## config.mk

```make
export PLATFORM = sky130hd
export DESIGN_NAME = odo_round_key_sched
export DESIGN_NICKNAME = d
export VERILOG_FILES = /design/src/rtl/odo_pkg.sv /design/src/rtl/odo_key_bank.sv /design/src/rtl/odo_round_key_sched.sv
export SDC_FILE = /design/constraint.sdc
export NUM_CORES = 2
export LEC_CHECK = 0
export CAP_MARGIN = 25
export CORE_MARGIN = 10
export CORE_UTILIZATION = 29
export CTS_CLUSTER_DIAMETER = 30
export DETAILED_ROUTE_END_ITERATION = 10
export GPL_TIMING_DRIVEN = 0
export HOLD_SLACK_MARGIN = 0.1
export PLACE_DENSITY = 0.49
export SLEW_MARGIN = 25
export SYNTH_ARGS = -nofsm -noshare
export SYNTH_HDL_FRONTEND = slang
export SYNTH_SLANG_ARGS = --single-unit
```

## constraint.sdc

```tcl
create_clock -name clk -period 4.54 [get_ports clk]
set_clock_uncertainty 0.05 [all_clocks]
set_input_delay 0.908 -clock clk [delete_from_list [all_inputs] [get_ports clk]]
set_output_delay 0.908 -clock clk [all_outputs]
set_load 0.01 [all_outputs]
```

## src/rtl/odo_pkg.sv

```systemverilog
// Shared definitions for the Odo round-key scheduler.
// Holds default geometry, the sweep FSM encoding and the Odo default key constants
// that benches and boot firmware load into the scheduler.
package odo_pkg;

    localparam int unsigned OdoKeyW    = 10;
    localparam int unsigned OdoPeriods = 9;
    localparam int unsigned OdoPeriodW = 4;
    localparam int unsigned OdoLanes   = 8;
    localparam int unsigned OdoLaneW   = 3;

    typedef enum logic {
        StIdle = 1'b0,
        StRun  = 1'b1
    } odo_state_e;

    // Default lane-0 epoch constants for the first three periods; other entries boot as 0.
    function automatic logic [OdoKeyW-1:0] odo_default_key(input int unsigned period);
        logic [OdoKeyW-1:0] key;
        case (period)
            0:       key = 10'h2f8;
            1:       key = 10'h290;
            2:       key = 10'h2cb;
            default: key = '0;
        endcase
        return key;
    endfunction

endpackage

```

## src/rtl/odo_key_bank.sv

```systemverilog
// One LANES x PERIODS x KEY_W round-key register bank.
// Ports:
//   clk, rst_n              clock, asynchronous active-low reset (clears every entry)
//   we, wr_lane, wr_period  write strobe and address (caller guarantees range)
//   wr_data                 key value written at the clock edge
//   rd_a_period/rd_a_keys   asynchronous read of one period, all lanes (sweep port)
//   rd_b_period/rd_b_keys   asynchronous read of one period, all lanes (lookup port)
// Out-of-range read periods return 0.
module odo_key_bank
    import odo_pkg::*;
#(
    parameter int unsigned KEY_W    = OdoKeyW,
    parameter int unsigned PERIODS  = OdoPeriods,
    parameter int unsigned PERIOD_W = OdoPeriodW,
    parameter int unsigned LANES    = OdoLanes,
    parameter int unsigned LANE_W   = OdoLaneW
) (
    input  logic                   clk,
    input  logic                   rst_n,
    input  logic                   we,
    input  logic [LANE_W-1:0]      wr_lane,
    input  logic [PERIOD_W-1:0]    wr_period,
    input  logic [KEY_W-1:0]       wr_data,
    input  logic [PERIOD_W-1:0]    rd_a_period,
    output logic [LANES*KEY_W-1:0] rd_a_keys,
    input  logic [PERIOD_W-1:0]    rd_b_period,
    output logic [LANES*KEY_W-1:0] rd_b_keys
);

    localparam logic [PERIOD_W-1:0] LastPeriod = PERIOD_W'(PERIODS - 1);

    logic [KEY_W-1:0] mem_q [LANES][PERIODS];

    always_ff @(posedge clk or negedge rst_n) begin
        if (!rst_n) begin
            for (int l = 0; l < int'(LANES); l++) begin
                for (int p = 0; p < int'(PERIODS); p++) begin
                    mem_q[l][p] <= '0;
                end
            end
        end else if (we) begin
            mem_q[wr_lane][wr_period] <= wr_data;
        end
    end

    always_comb begin
        rd_a_keys = '0;
        rd_b_keys = '0;
        for (int l = 0; l < int'(LANES); l++) begin
            if (rd_a_period <= LastPeriod) begin
                rd_a_keys[l*KEY_W +: KEY_W] = mem_q[l][rd_a_period];
            end
            if (rd_b_period <= LastPeriod) begin
                rd_b_keys[l*KEY_W +: KEY_W] = mem_q[l][rd_b_period];
            end
        end
    end

endmodule

```

## src/rtl/odo_round_key_sched.sv

```systemverilog
// Double-buffered, run-time-loadable round-key scheduler for the Odo hash core.
// Ports:
//   clk, rst_n                     clock, asynchronous active-low reset
//   wr_en/wr_lane/wr_period/wr_data  shadow-bank write; wr_err pulses for a dropped write
//   commit, commit_pending, bank_sel bank swap request, queued-swap flag, active bank index
//   start, busy                    sweep launch (IDLE only) and sweep-in-progress flag
//   out_valid/out_ready            per-period key vector handshake
//   out_period/out_keys/out_last   current beat: period index, all lane keys, final-beat flag
//   lk_period, lk_keys             registered random-access lookup into the active bank
module odo_round_key_sched
    import odo_pkg::*;
#(
    parameter int unsigned KEY_W    = OdoKeyW,
    parameter int unsigned PERIODS  = OdoPeriods,
    parameter int unsigned PERIOD_W = OdoPeriodW,
    parameter int unsigned LANES    = OdoLanes,
    parameter int unsigned LANE_W   = OdoLaneW
) (
    input  logic                   clk,
    input  logic                   rst_n,
    input  logic                   wr_en,
    input  logic [LANE_W-1:0]      wr_lane,
    input  logic [PERIOD_W-1:0]    wr_period,
    input  logic [KEY_W-1:0]       wr_data,
    output logic                   wr_err,
    input  logic                   commit,
    output logic                   commit_pending,
    output logic                   bank_sel,
    input  logic                   start,
    output logic                   busy,
    output logic                   out_valid,
    input  logic                   out_ready,
    output logic [PERIOD_W-1:0]    out_period,
    output logic [LANES*KEY_W-1:0] out_keys,
    output logic                   out_last,
    input  logic [PERIOD_W-1:0]    lk_period,
    output logic [LANES*KEY_W-1:0] lk_keys
);

    localparam logic [PERIOD_W-1:0] LastPeriod = PERIOD_W'(PERIODS - 1);

    odo_state_e             state_q, state_d;
    logic                   bank_sel_q, bank_sel_d;
    logic                   pend_q, pend_d;
    logic [PERIOD_W-1:0]    period_q, period_d;
    logic [LANES*KEY_W-1:0] keys_q, keys_d;
    logic [LANES*KEY_W-1:0] lk_q, lk_d;
    logic                   wr_err_q;
    logic                   load_keys;

    logic                   lane_ok, wr_ok;
    logic [1:0]             bank_we;
    logic [LANES*KEY_W-1:0] sweep_rd [2];
    logic [LANES*KEY_W-1:0] lk_rd [2];

    // A lane index that spans its full encoding is always in range.
    if ((2 ** LANE_W) == LANES) begin : g_lane_full
        assign lane_ok = 1'b1;
    end else begin : g_lane_chk
        assign lane_ok = (wr_lane <= LANE_W'(LANES - 1));
    end

    assign wr_ok = wr_en & lane_ok & (wr_period <= LastPeriod);

    // Writes always target the shadow bank as seen before the edge.
    assign bank_we[0] = wr_ok & bank_sel_q;
    assign bank_we[1] = wr_ok & ~bank_sel_q;

    for (genvar b = 0; b < 2; b++) begin : g_bank
        odo_key_bank #(
            .KEY_W   (KEY_W),
            .PERIODS (PERIODS),
            .PERIOD_W(PERIOD_W),
            .LANES   (LANES),
            .LANE_W  (LANE_W)
        ) u_bank (
            .clk        (clk),
            .rst_n      (rst_n),
            .we         (bank_we[b]),
            .wr_lane    (wr_lane),
            .wr_period  (wr_period),
            .wr_data    (wr_data),
            .rd_a_period(period_d),
            .rd_a_keys  (sweep_rd[b]),
            .rd_b_period(lk_period),
            .rd_b_keys  (lk_rd[b])
        );
    end

    always_comb begin
        state_d    = state_q;
        bank_sel_d = bank_sel_q;
        pend_d     = pend_q;
        period_d   = period_q;
        load_keys  = 1'b0;
        unique case (state_q)
            StIdle: begin
                if (commit) begin
                    bank_sel_d = ~bank_sel_q;
                end
                if (start) begin
                    state_d   = StRun;
                    period_d  = '0;
                    load_keys = 1'b1;
                end
            end
            StRun: begin
                if (out_ready) begin
                    if (period_q == LastPeriod) begin
                        state_d  = StIdle;
                        period_d = '0;
                        pend_d   = 1'b0;
                        if (pend_q | commit) begin
                            bank_sel_d = ~bank_sel_q;
                        end
                    end else begin
                        period_d  = period_q + 1'b1;
                        load_keys = 1'b1;
                        pend_d    = pend_q | commit;
                    end
                end else begin
                    pend_d = pend_q | commit;
                end
            end
            default: state_d = StIdle;
        endcase
    end

    // Keys are fetched from the bank that is active after the edge; they clear on sweep exit.
    always_comb begin
        keys_d = keys_q;
        if (load_keys) begin
            keys_d = sweep_rd[bank_sel_d];
        end else if (state_d == StIdle) begin
            keys_d = '0;
        end
    end

    // Undefined lookup indices hold the previous result, like the legacy ROM.
    always_comb begin
        lk_d = lk_q;
        if (lk_period <= LastPeriod) begin
            lk_d = lk_rd[bank_sel_d];
        end
    end

    always_ff @(posedge clk or negedge rst_n) begin
        if (!rst_n) begin
            state_q    <= StIdle;
            bank_sel_q <= 1'b0;
            pend_q     <= 1'b0;
            period_q   <= '0;
            keys_q     <= '0;
            lk_q       <= '0;
            wr_err_q   <= 1'b0;
        end else begin
            state_q    <= state_d;
            bank_sel_q <= bank_sel_d;
            pend_q     <= pend_d;
            period_q   <= period_d;
            keys_q     <= keys_d;
            lk_q       <= lk_d;
            wr_err_q   <= wr_en & ~wr_ok;
        end
    end

    assign busy           = (state_q == StRun);
    assign out_valid      = (state_q == StRun);
    assign out_period     = period_q;
    assign out_keys       = keys_q;
    assign out_last       = (state_q == StRun) && (period_q == LastPeriod);
    assign commit_pending = pend_q;
    assign bank_sel       = bank_sel_q;
    assign lk_keys        = lk_q;
    assign wr_err         = wr_err_q;

endmodule

```

### Yosys cells after proc, flatten, opt, wreduce, memory -nomap -nowiden

Cells that the tools add are included.

| storage, ports and cells | value |
|---|---|
| register bits after elaboration | 1608 |
| logic and storage cells | 323 |
| output and inout bits | 170 |

| cells by class | value |
|---|---|
| muxes and demuxes | 143 |
| equality and inequality tests | 2 |
| bitwise operators | 13 |
| reductions and logical operators | 3 |
| add/sub/neg operators | 1 |
| $lt $le $gt $ge | 10 |

Operators with widths:

| kind | number |
|---|---|
| $bwmux W720 | 2 |
| $bmux W10 S4 | 32 |
| $mux W10 | 81 |
| $mux W80 | 8 |
| $demux W90 S3 | 1 |
| $mux W90 | 1 |
| $demux W10 S4 | 1 |
| $ge A5 B5 Y1 const B | 3 |
| $not A4 Y5 | 3 |
| $le A4 B4 Y1 const B | 3 |
| $mux W4 | 3 |
| $mux W1 | 10 |
| $pmux W4 S2 | 1 |
| $pmux W1 S2 | 3 |
| $lt A5 B1 Y1 const B | 1 |
| $add A4 B1 Y4 const B | 1 |
| $and A1 B1 Y1 | 4 |
| $eq A4 B4 Y1 const B | 1 |
| $ge A4 B4 Y1 const B | 1 |
| $lt A4 B1 Y1 const B | 1 |
| $not A3 Y4 | 1 |
| $logic_and A1 B1 Y1 | 3 |
| $not A1 Y1 | 3 |
| $ge A2 B2 Y1 const B | 1 |
| 3 further kinds | 3 |

### Logic depth before layout (Yosys ltp)

| depth | value |
|---|---|
| depth after elaboration | 13 |
| mapped depth | 13 |
| gate-level depth less buffers | 9 |

### By module

From an unflattened synthesis, not the netlist that was laid out.

| second synthesis, totals | value |
|---|---|
| cells, all modules | 6819 |
| area total of the unflattened synthesis | 86741.9 µm² |

By module, submodules not included:

| module | seq. area each (µm²) | area each (µm²) | cells an instance | times used |
|---|---|---|---|---|
| odo_key_bank at g_bank[1].u_bank | 18017.3 | 39482.9 | 3022 | 1 |
| odo_key_bank at g_bank[0].u_bank | 18017.3 | 39440.3 | 3022 | 1 |
| odo_round_key_sched | 4204.0 | 7818.7 | 775 | 1 |

### Worst setup path before layout

Ideal clock, no wire load.

| timing path | value |
|---|---|
| kind | input-to-reg |
| start | input port out_ready |
| end | register keys_q[0], in the netlist out_keys[0] |
| slack | 1.370 ns |
| arrival time | 2.980 ns |
| path buffers | 3 |
| stages | 10 |
| cell sequence | buf_2 -> mux2i_1 -> a2bb2oi_4 -> inv_2 -> buf_6 -> buf_2 -> mux4_2 -> and3_1 -> a2111oi_0 -> a311oi_1 |

| between the ends | value |
|---|---|
| word-level cells in the longest chain between the ends | 11 |
| elaborated cells between the ends (all ways) | 24 |

Ends and longest elaborated chain:

| what | line | RTL |
|---|---|---|
| start, declared | odo_round_key_sched.sv:32 | `input logic out_ready,` |
| $mux W4 | odo_round_key_sched.sv:108 | `if (out_ready) begin` |
| $pmux W4 S2 | odo_round_key_sched.sv:96 | `unique case (state_q)` |
| $not A4 Y5 (implied by the code) | odo_key_bank.sv:51 | `rd_a_keys[l*KEY_W +: KEY_W] = mem_q[l][rd_a_period];` |
| $bmux W10 S4 | odo_key_bank.sv:51 |  |
| $mux W10 (implied by the code) (2 in series) | odo_key_bank.sv:51 |  |
| $mux W10 | odo_key_bank.sv:50 | `if (rd_a_period <= LastPeriod) begin` |
| $mux W80 (implied by the code) (3 in series) | odo_round_key_sched.sv:133 | `keys_d = sweep_rd[bank_sel_d];` |
| $mux W80 | odo_round_key_sched.sv:132 | `if (load_keys) begin` |
| end signal, assigned | odo_round_key_sched.sv:161 | `keys_q <= keys_d;` |
| end, declared | odo_round_key_sched.sv:46 | `logic [LANES*KEY_W-1:0] keys_q, keys_d;` |

Parallel ways exist; a longest one is shown, timed or not. The select of a mux whose other input is x is not followed.
A chain may end at the register's enable or synchronous reset.

### Worst setup path after layout

| timing path | value |
|---|---|
| start | register state_q, in the netlist busy |
| end | register keys_q[30], in the netlist out_keys[30] |

| between the ends | value |
|---|---|
| word-level cells in the longest chain between the ends | 11 |
| elaborated cells between the ends (all ways) | 21 |

Ends and longest elaborated chain:

| what | line | RTL |
|---|---|---|
| start, declared | odo_round_key_sched.sv:42 | `odo_state_e state_q, state_d;` |
| start signal, assigned | odo_round_key_sched.sv:149 | `state_q <= StIdle;` |
| start signal, assigned | odo_round_key_sched.sv:157 | `state_q <= state_d;` |
| $not A1 Y1 | -- |  |
| $pmux W4 S2 | odo_round_key_sched.sv:96 |  |
| $not A4 Y5 (implied by the code) | odo_key_bank.sv:51 |  |
| $bmux W10 S4 | odo_key_bank.sv:51 |  |
| $mux W10 (implied by the code) (2 in series) | odo_key_bank.sv:51 |  |
| $mux W10 | odo_key_bank.sv:50 |  |
| $mux W80 (implied by the code) (3 in series) | odo_round_key_sched.sv:133 |  |
| $mux W80 | odo_round_key_sched.sv:132 |  |

Parallel ways exist; a longest one is shown, timed or not. The select of a mux whose other input is x is not followed.

==> impl_summary.md <==
Synth
The synthesized design contains 1608 register bits. The post-synthesis async set-or-reset flop share is 1.00. The average footprint of a synthesized cell is around 12 um^2.

The number of flops mapped to enable cells by yosys is 0. The sequential element share of the synthesized area is 0.481. The flip-flop cell with the highest count after synthesis is sky130_fd_sc_hd__dfrtp_1.

The post-synthesis instance area is between 80000 and 90000 um^2. The cell count after synthesis came out at around 6900. Synthesis instantiated 52 different standard cells from the library. The total nets after synthesis is approximately 7000.

The count of yosys warnings during synthesis is 0.

Critical path
Data on the critical path is required at its endpoint by between 5 and 6 ns. The critical path data arrival time is about 5.4 ns. The number of cell instances on the worst register-to-register path is 12. The type of the worst setup path is reg -> reg. The endpoint of the worst-slack reg-to-reg timing path is out_keys[30]. In this run the worst path has a maximum fanout of 10. The setup check on the worst reg-to-reg path leaves a slack of -0.20 ns. The worst setup path is launched from a register. The start point of the critical path is busy.

The worst setup path is captured at a register. In this run the critical register-to-register path is launched from busy.

GRT
The overall global routing resource usage is 0.244. The first global-routing pass estimated 543000 um of wire. Entering global routing, the biggest net connects ~130 pins.

The number of global-route vias before repair is slightly below 70000. The leftover overflow at the end of global routing is 0. The initial antenna violation count was 40.

Hold path
The worst min-delay path startpoint is out_ready. The worst hold path was traced through 2 stages. The worst hold path belongs to the class in -> reg. The endpoint of the worst hold-timing path is commit_pending.

Placed design
The post-DP HPWL is 277000 um. The cell count after placement is about 11000. In this run the tool buffered the top-level ports with between 150 and 200 buffer cells. At the end of routability-driven placement, the weighted congestion stood at about 0.91. In this run the cell area measured after placement is 91800 um^2.

Power
The internal power summed over all cells is 41.7 mW. The worst-case IR drop observed on VDD is roughly 0.53 mV. The share of total power dissipated in sequential elements is 0.235. The power density over the cells is 659 nW/um^2. Of the total power, the clock network draws 0.428. In this run the static leakage power is between 40 and 50 nW. The power dissipated by switching net loads is between 20 and 30 mW. The share of total power in combinational logic is 0.337.

After layout, the design draws a total of 69.9 mW. The switching power share of the total is 0.402.

Floorplanning
The area enclosed by the die boundary is between 300000 and 400000 um^2. The core region is around 290000 um^2. The initial utilization of the core area, before any placement, comes to 0.291.

For this design the top-level I/O count stands at between 150 and 200. The floorplan has 197 rows. The die is roughly 560 um wide. The die is approximately 560 um tall.

Clocking
The clock-pin slew on the worst setup and hold paths is 0.05 ns. The clock drives approximately 1600 sinks. The number of buffers added by the clock tree synthesis step is between 300 and 400. The clock passes through at most 4 buffers.

The buffer type at the clock tree root is sky130_fd_sc_hd__clkbuf_16. TritonCTS built the clock tree. The clock insertion delay at the later pin of the skew report is about 0.90 ns. The H-tree level count is 5.

Final layout
The area growth from synthesis to layout is 26.9%. The finished layout holds ~12000 standard cells, fillers aside. The total non-filler cell area in the finished layout is roughly 110000 um^2. The layout has ~28000 filler cells. The net count of the finished layout is roughly 7600. In the final layout, the share of cells above drive strength 1 is 0.380. The final core utilization is 0.369.

Timing
The final hold violation count is 0. The share of the clock period used by the worst path is 1.04. At the pin with the least slew margin, the transition time is about 1.2 ns. The max-slew violation count was 0. The count of final setup violators is just under 60. After layout, the worst setup slack is -0.202 ns. The maximum frequency from static timing analysis is 211 MHz. The post-route minimum period is between 4 and 5 ns. Headroom to the max-slew limit came out at 0.170.

Drt
The initial DRC count is roughly 8300. The post-route antenna net violation count is 0. The pre-antenna-repair detailed-routing pass consisted of 6 iterations. The wire length after detailed routing is ~400000 um. Dividing the detail-routed via count by the number of cells gives around 5.9.

The average wire per standard cell is about 34 um. The final route contains between 60000 and 70000 vias. The number of DRC violations after detailed routing is 0.

Status
The final reports fail on setup timing. The run finished, with violations left.

Run
The total of max-cap violations is 0.
## worst max path at each step
stage	endpoint	slack, ns	cells after the start
after global routing	lk_keys[78]	-0.008	12
after floorplan	out_keys[0]	1.37	10
after CTS	out_keys[31]	0.005	13
after detailed placement	out_keys[76]	-1.51	11
final	out_keys[30]	-0.20	12
after global placement	lk_keys[44]	-73.56	1
## cell families after synthesis
family                   share of synthesized area
adder cells (fa/ha/maj)                   0.000299
AND/OR/NAND/NOR                             0.0787
AO/OA/AOI/OAI                               0.0833
buffers and inverters                       0.0329
XOR/XNOR                                  0.000105
flip-flops                                   0.481
multiplexers                                 0.323
## power groups by stage
stage          clock, mW  sequential [mW]  combinational [mW]
3_3_place_gp           0             16.7                21.7
6_report            29.9             16.4                23.5
4_1_cts             30.0             16.4                22.5
5_1_grt             30.8             16.5                23.7
2_1_floorplan          0             16.4                9.66
3_5_place_dp           0             16.6                22.3
## cell usage after synthesis (3+ instances only)
cell,number,area (um^2)
sky130_fd_sc_hd__nand2_1,923,3460
sky130_fd_sc_hd__or3_1,3,18.8
sky130_fd_sc_hd__a21oi_1,719,3600
sky130_fd_sc_hd__and3_1,161,1010
sky130_fd_sc_hd__nor2b_1,88,551
sky130_fd_sc_hd__mux2_2,1440,16200
sky130_fd_sc_hd__a311oi_1,79,692
sky130_fd_sc_hd__nor3_1,86,430
sky130_fd_sc_hd__nand3_1,9,45.0
sky130_fd_sc_hd__nor2_1,144,541
sky130_fd_sc_hd__inv_1,84,315
sky130_fd_sc_hd__mux4_2,479,10800
sky130_fd_sc_hd__dfrtp_1,1608,40200
sky130_fd_sc_hd__mux2i_1,3,30.0
sky130_fd_sc_hd__and2_1,3,18.8
sky130_fd_sc_hd__buf_4,10,75.1
sky130_fd_sc_hd__inv_2,5,18.8
sky130_fd_sc_hd__clkbuf_1,466,1750
sky130_fd_sc_hd__nand2b_1,3,18.8
sky130_fd_sc_hd__nor2_2,56,350
sky130_fd_sc_hd__buf_2,80,400
sky130_fd_sc_hd__buf_1,44,165
sky130_fd_sc_hd__o21ai_0,162,811
sky130_fd_sc_hd__nor3b_1,5,37.5
sky130_fd_sc_hd__o22ai_1,160,1000
sky130_fd_sc_hd__a2111oi_0,81,709
## final cells by class
| cell class | count | area, um^2 | share of cell area |
|---|---|---|---|
| Antenna cell | 31 | 77.6 | 0.000731 |
| Inverter | 89 | 334 | 0.00315 |
| Buffer | 602 | 2610 | 0.0246 |
| Sequential cell | 1608 | 40200 | 0.379 |
| Tap cell | 3781 | 4730 | 0.0446 |
| Multi-Input combinational cell | 4637 | 40800 | 0.385 |
| Clock inverter | 210 | 3050 | 0.0288 |
| Clock buffer | 501 | 10900 | 0.103 |
| Timing Repair Buffer | 247 | 3230 | 0.0305 |
## sequential cells by signal (all words and copies together), names as in the netlist
signal               cells
wr_err                   1
lk_keys                 80
out_period               4
busy                     1
g_bank.u_bank.mem_q   1440
commit_pending           1
bank_sel                 1
out_keys                80
## metal layers
metal,vias to the layer above,part of all wire,global-route usage
li1,27000,-,-
met1,36100,0.40,0.326
met2,4426,0.43,0.353
met3,1008,0.11,0.0745
met4,14,0.062,0.136
met5,-,0.00023,0
## metrics by stage
stage                     TNS (ns)  hold WS, ns  setup slack, ns
final                        -4.18        0.279           -0.202
after global routing      -0.00756        0.305         -0.00756
after CTS                        0        0.238          0.00493
after detailed placement   -173.15        0.461            -1.51
after global placement           -        0.450           -73.56
after floorplan                  0        0.440             1.37
## critical path, cell delays in order, from the launching register on
cell and delay, ns:
sky130_fd_sc_hd__dfrtp_1 0.64, sky130_fd_sc_hd__buf_2 0.29, sky130_fd_sc_hd__buf_2 0.26, sky130_fd_sc_hd__nand3_1 0.20, sky130_fd_sc_hd__and3_1 0.30, sky130_fd_sc_hd__nor2_4 0.43, sky130_fd_sc_hd__buf_16 0.23, sky130_fd_sc_hd__inv_1 0.09
sky130_fd_sc_hd__buf_2 0.36, sky130_fd_sc_hd__clkbuf_1 0.41, sky130_fd_sc_hd__and3_1 0.28, sky130_fd_sc_hd__a2111oi_0 0.90, sky130_fd_sc_hd__a311oi_1 0.09
## timing repair
| action | CTS | global route |
|---|---|---|
| hold buffers | 1 | 0 |
| gates resized for setup | 48 | 44 |
| pin swaps | 1 | 2 |
| buffers inserted | 0 | 4 |
| hold endpoints to repair | 46 | 0 |
| endpoints found under the setup margin | 86 | 78 |
## layout by cell type, fill, tap and decap left out, types with 160 or more instances in the layout
master	n
sky130_fd_sc_hd__a21oi_1	719
sky130_fd_sc_hd__and3_1	161
sky130_fd_sc_hd__clkbuf_1	413
sky130_fd_sc_hd__clkbuf_16	398
sky130_fd_sc_hd__clkdlybuf4s50_1	179
sky130_fd_sc_hd__dfrtp_1	1607
sky130_fd_sc_hd__mux2_2	1440
sky130_fd_sc_hd__mux4_2	479
sky130_fd_sc_hd__nand2_1	923
sky130_fd_sc_hd__o21ai_0	162
sky130_fd_sc_hd__o22ai_1	160
No activity file was read; power rests on OpenSTA's default activity.
